[config.mk]
export PLATFORM = sky130hd
export DESIGN_NAME = spi_adc_sampler
export DESIGN_NICKNAME = d
export VERILOG_FILES = /design/src/rtl/spi_adc_pkg.sv /design/src/rtl/spi_adc_shreg.sv /design/src/rtl/spi_adc_sampler.sv
export SDC_FILE = /design/constraint.sdc
export NUM_CORES = 1
export LEC_CHECK = 0
export BUFFER_PORTS_ARGS = -buffer_cell sky130_fd_sc_hd__buf_2
export CORE_MARGIN = 3
export CORE_UTILIZATION = 25
export CTS_BUF_LIST = sky130_fd_sc_hd__clkbuf_4 sky130_fd_sc_hd__clkbuf_8 sky130_fd_sc_hd__clkbuf_16
export DETAILED_ROUTE_END_ITERATION = 10
export GPL_TIMING_DRIVEN = 0
export HOLD_SLACK_MARGIN = 0.08
export PLACE_DENSITY = 0.51
export SLEW_MARGIN = 40
export SYNTH_ARGS = -nofsm -noshare
export SYNTH_HDL_FRONTEND = slang
export SYNTH_SLANG_ARGS = --single-unit
[constraint.sdc]
create_clock -name clk -period 3.6 [get_ports clk]
set_input_delay 0.54 -clock clk [delete_from_list [all_inputs] [get_ports clk]]
set_output_delay 0.54 -clock clk [all_outputs]
set_load 0.05 [all_outputs]
[src/rtl/spi_adc_pkg.sv]
// Shared types and parameter defaults for the SPI ADC sampler.
package spi_adc_pkg;

  typedef enum logic [2:0] {
    ST_IDLE,
    ST_LEAD,
    ST_SHIFT,
    ST_TRAIL,
    ST_QUIET
  } state_t;

  localparam int DEF_ADC_RES     = 8;
  localparam int DEF_NUM_CH      = 2;
  localparam int DEF_LEAD_TICKS  = 3;
  localparam int DEF_TRAIL_TICKS = 5;
  localparam int DEF_QUIET_TICKS = 4;
  localparam bit DEF_INVERT_MISO = 1'b1;

endpackage

[src/rtl/spi_adc_shreg.sv]
// Per-channel MSB-first shift register; next_o exposes the value after the current shift.
module spi_adc_shreg
  import spi_adc_pkg::*;
#(
  parameter int ADC_RES = DEF_ADC_RES,
  parameter bit INVERT  = DEF_INVERT_MISO
) (
  input  logic               clk,
  input  logic               reset,
  input  logic               shift_en_i,
  input  logic               miso_i,
  output logic [ADC_RES-1:0] next_o
);

  logic [ADC_RES-1:0] sh_q, sh_d;

  always_comb begin
    sh_d = sh_q;
    if (shift_en_i) begin
      sh_d = {sh_q[ADC_RES-2:0], miso_i ^ INVERT};
    end
  end

  assign next_o = sh_d;

  always_ff @(posedge clk) begin
    if (reset) begin
      sh_q <= '0;
    end else begin
      sh_q <= sh_d;
    end
  end

endmodule

[src/rtl/spi_adc_sampler.sv]
// Multi-channel SPI ADC sampler: shared cs/SCLK, parallel MISO capture, valid/ready result
// register with overrun flag.
//
//   state | meaning
//   IDLE  | waiting for start or continuous, cs high
//   LEAD  | cs low, setup time before first bit
//   SHIFT | cs low, one miso sample per cycle, MSB first
//   TRAIL | cs low, hold time after last bit
//   QUIET | cs high, minimum deselect time (also entered from reset)
module spi_adc_sampler
  import spi_adc_pkg::*;
#(
  parameter int ADC_RES     = DEF_ADC_RES,
  parameter int NUM_CH      = DEF_NUM_CH,
  parameter int LEAD_TICKS  = DEF_LEAD_TICKS,
  parameter int TRAIL_TICKS = DEF_TRAIL_TICKS,
  parameter int QUIET_TICKS = DEF_QUIET_TICKS,
  parameter bit INVERT_MISO = DEF_INVERT_MISO
) (
  input  logic                      clk,
  input  logic                      reset,
  input  logic                      start,
  input  logic                      continuous,
  input  logic [NUM_CH-1:0]         miso,
  output logic                      cs,
  output logic                      busy,
  output logic [NUM_CH*ADC_RES-1:0] data_out,
  output logic                      data_valid,
  input  logic                      data_ready,
  output logic                      overrun
);

  localparam int LW = $clog2(LEAD_TICKS) + 1;
  localparam int BW = $clog2(ADC_RES) + 1;
  localparam int TW = $clog2(TRAIL_TICKS) + 1;
  localparam int QW = $clog2(QUIET_TICKS) + 1;

  localparam logic [LW-1:0] LEAD_LD  = LW'(LEAD_TICKS - 1);
  localparam logic [BW-1:0] BIT_LD   = BW'(ADC_RES - 1);
  localparam logic [TW-1:0] TRAIL_LD = TW'(TRAIL_TICKS - 1);
  localparam logic [QW-1:0] QUIET_LD = QW'(QUIET_TICKS - 1);

  state_t state_q, state_d;
  logic [LW-1:0] lead_q, lead_d;
  logic [BW-1:0] bit_q, bit_d;
  logic [TW-1:0] trail_q, trail_d;
  logic [QW-1:0] quiet_q, quiet_d;
  logic          shift_en, load;

  logic [NUM_CH*ADC_RES-1:0] next_all, data_q, data_d;
  logic                      valid_q, valid_d, ovr_q, ovr_d;

  // Each phase timer counts down from N-1 and the phase ends when it reads zero.
  always_comb begin
    state_d  = state_q;
    lead_d   = lead_q;
    bit_d    = bit_q;
    trail_d  = trail_q;
    quiet_d  = quiet_q;
    shift_en = 1'b0;
    load     = 1'b0;
    case (state_q)
      ST_IDLE: begin
        if (start || continuous) begin
          state_d = ST_LEAD;
          lead_d  = LEAD_LD;
        end
      end
      ST_LEAD: begin
        if (lead_q == '0) begin
          state_d = ST_SHIFT;
          bit_d   = BIT_LD;
        end else begin
          lead_d = lead_q - LW'(1);
        end
      end
      ST_SHIFT: begin
        shift_en = 1'b1;
        if (bit_q == '0) begin
          state_d = ST_TRAIL;
          trail_d = TRAIL_LD;
          load    = 1'b1;
        end else begin
          bit_d = bit_q - BW'(1);
        end
      end
      ST_TRAIL: begin
        if (trail_q == '0) begin
          state_d = ST_QUIET;
          quiet_d = QUIET_LD;
        end else begin
          trail_d = trail_q - TW'(1);
        end
      end
      ST_QUIET: begin
        if (quiet_q == '0) begin
          if (continuous) begin
            state_d = ST_LEAD;
            lead_d  = LEAD_LD;
          end else begin
            state_d = ST_IDLE;
          end
        end else begin
          quiet_d = quiet_q - QW'(1);
        end
      end
      default: begin
        state_d = ST_QUIET;
        quiet_d = QUIET_LD;
      end
    endcase
  end

  // The load captures the shift value including the final bit, so the result lands
  // on the cycle right after the last sample.
  always_comb begin
    data_d  = data_q;
    valid_d = valid_q;
    ovr_d   = 1'b0;
    if (load) begin
      data_d  = next_all;
      valid_d = 1'b1;
      ovr_d   = valid_q && !data_ready;
    end else if (valid_q && data_ready) begin
      valid_d = 1'b0;
    end
  end

  always_ff @(posedge clk) begin
    if (reset) begin
      state_q <= ST_QUIET;
      lead_q  <= '0;
      bit_q   <= '0;
      trail_q <= '0;
      quiet_q <= QUIET_LD;
      data_q  <= '0;
      valid_q <= 1'b0;
      ovr_q   <= 1'b0;
    end else begin
      state_q <= state_d;
      lead_q  <= lead_d;
      bit_q   <= bit_d;
      trail_q <= trail_d;
      quiet_q <= quiet_d;
      data_q  <= data_d;
      valid_q <= valid_d;
      ovr_q   <= ovr_d;
    end
  end

  for (genvar k = 0; k < NUM_CH; k++) begin : g_ch
    spi_adc_shreg #(
      .ADC_RES (ADC_RES),
      .INVERT  (INVERT_MISO)
    ) u_shreg (
      .clk        (clk),
      .reset      (reset),
      .shift_en_i (shift_en),
      .miso_i     (miso[k]),
      .next_o     (next_all[k*ADC_RES +: ADC_RES])
    );
  end

  assign cs         = !(state_q inside {ST_LEAD, ST_SHIFT, ST_TRAIL});
  assign busy       = (state_q != ST_IDLE);
  assign data_out   = data_q;
  assign data_valid = valid_q;
  assign overrun    = ovr_q;

endmodule

==> metrics.txt <==
critical path buffer and inverter count=2; final instance area=2490 µm²; # Post-CTS Setup Buffers=0; core area=8260 µm²; Mapped Cells=254; Mapped Area=2150 µm²; worst-skew pair later-pin latency=0.30 ns; chip height=98.7 µm; top cell type's share of synthesized area=45.7%; min cycle time layout=1.95 ns; Setup Skew=0.00547 ns; final std cells w/o fill=392; syn_nets=267; area post-placement=2400 µm²; H-Tree Depth=2; worst hold path cell count=2; Fin. Hold Viols=0; Clock Tree Buf Depth=2; Die W=98.7 µm; drt drc=0; Relative slew margins=62.7%; Post-synth EDFFs=0; CP Data Required Time=3.06 ns; CTS Buf Count=5; synth top area cells=dfxtp_1 46%, nand2_1 10%, a21oi_1 8.9%, ha_1 3.5%, nor2_1 3.0%; FF+latch count, synth=49; Global Route Usage Sum=10.4%; P per Cell Area=426 nW/µm²; area grow syn2layout=16.2%; Slowest Stage Delay on Critical Path=0.37 ns; category of the most critical setup path=flip-flop to output pin; Setup TNS Final=0 ns; max-cap viol count=0; critical path startpoint category=flip-flop; vias per cell=4.49; CTS tree=yes; CP max-delay cell=or3_1; final wirelength=4740 µm; Max Freq=0.514 GHz; Yosys top cell by area=dfxtp_1; most frequent cell after synthesis=nand2_1; DR WL/cell=12.1 µm; total number of vias=1759; Hold Slack=0.429 ns; CTS Sinks=49; worst slew pin tran=0.559 ns; Post-DP HPWL=3330 µm; RR Startpoint=bit_q[0]; share of layout cells above drive strength 1=18.8%; Distinct cells, synth=43; Top FF cell, synth=dfxtp_1; layout filler cell count=906; Hold WC Path Type=input pin to flip-flop; Peak VDD IR=0.166 mV; mean post-synth cell area=8.45 µm²; clock transition at the registers of the reported paths=0.09 ns; R2R cell count=6; Synth async-reset ratio=0%; synth cell count leaders=57 x nand2_1, 49 x dfxtp_1, 38 x a21oi_1; gp weighted congestion=0.709; status=finished, final reports clean; setup violators final=0; Crit path max-delay family=buffers and inverters; antenna violations before repair=0; Initial Utilization=26.0%; Slew Limit Fails=0; P_leak=0.920 nW; CP cell instances=clkbuf_8, or3_1, buf_2; Post-Place Cells=384; GRT Residual Overflow=0; clock root buffer=clkbuf_8; Period Utilization, post-route=54.1%; min-delay src=miso[1]; first-pass GRT wire length=8400 µm; yosys warns=0; DRT iter0 DRCs=43; hold-fix buffers at CTS=0; post-cts resize count=0; sequential area share after synthesis=45.7%; IO buf count=25; crit path DAT=1.41 ns; RSZ-0062 raised after global routing=false; vias in the first global route=1754; Site Rows=33; Setup crit end kind=output pin; WP depth=3; final net count=299; die area=9740 µm²; DR pass1 iterations=4; I/O Pins=27; DRT antenna net count=0; largest net degree at the start of global routing=16; Worst Setup SP=state_q[2]; crit path max fanout=10; antenna cells=0
-- cell type report --
| cell class | count | area (µm²) | share of cell area, % |
|---|---|---|---|
| sequential | 49 | 981 | 39.3 |
| buffer | 15 | 91.3 | 3.66 |
| tap | 105 | 131 | 5.27 |
| clock buffer | 6 | 76.3 | 3.06 |
| inverter | 11 | 41.3 | 1.65 |
| clock inverter | 2 | 15.0 | 0.602 |
| timing repair buffer | 25 | 125 | 5.02 |
| multi-input combinational | 179 | 1030 | 41.4 |
-- stage by stage --
stage / setup slack, ns / total power, mW / utilization (%)
floorplan: 2.02 / 0.707 / -
global placement: 1.90 / 0.739 / 29.1
detailed placement: 1.87 / 0.740 / 29.1
CTS: 1.64 / 1.08 / 30.2
global route: 1.61 / 1.13 / 30.2
finish: 1.65 / 1.06 / 30.2
-- state kept, by name, indices dropped and copies added (netlist names) --
signal,flops
trail_q,4
bit_q,4
state_q,3
quiet_q,3
g_ch.u_shreg.sh_q,14
lead_q,3
data_valid,1
data_out,16
overrun,1
-- layer usage --
| metal | global-route usage, % | routed length (µm) | vias to the layer above |
|---|---|---|---|
| met5 | 0 | 0 | - |
| met1 | 14.0 | 2370 | 818 |
| met4 | 3.15 | 59 | 0 |
| met3 | 2.34 | 110 | 5 |
| met2 | 16.8 | 2200 | 17 |
| li1 | - | - | 919 |
-- cell usage in the layout, fill, tap and decap left out, types with 4 or more instances in the layout --
| master | netlist | final |
|---|---|---|
| a211oi_1 | 5 | 5 |
| a21oi_1 | 38 | 38 |
| buf_2 | 5 | 30 |
| clkbuf_1 | 5 | 5 |
| clkbuf_8 | 1 | 6 |
| dfxtp_1 | 49 | 49 |
| ha_1 | 6 | 6 |
| inv_1 | 11 | 11 |
| nand2_1 | 57 | 57 |
| nand2b_1 | 4 | 4 |
| nor2_1 | 17 | 17 |
| nor3_1 | 5 | 5 |
| o21ai_0 | 5 | 5 |
-- report_power, final --
group          switching [mW]  internal [mW]
clock network           0.192          0.145
logic                  0.0902         0.0634
registers              0.0115          0.561
total                   0.293          0.769
-- worst register-to-register path, cell delays in order, from the launching register on --
cell and delay [ns]:
dfxtp_1 0.35, inv_1 0.07, ha_1 0.20, nor3b_4 0.30, o211ai_4 0.13, or3_1 0.37, a211oi_2 0.21
-- path summary, 6_finish.rpt --
check	end	slack, ns
setup / recovery	busy	1.65
hold reg to reg	data_out[2]	0.46
setup reg to reg	trail_q[3]	1.90
hold / removal	data_out[8]	0.43
-- kinds of logic (layout without fill, tap and decap cells) --
kind of cell,count (synthesis),count (layout),synth area share (%)
simple gates,109,109,26.0
compound gates,61,61,17.4
flops,49,49,45.7
buf+inv,26,59,6.18
fa+ha+maj,6,6,3.50
xor+xnor,2,2,0.816
mux,1,1,0.466
(Power assumes the default switching activity.)
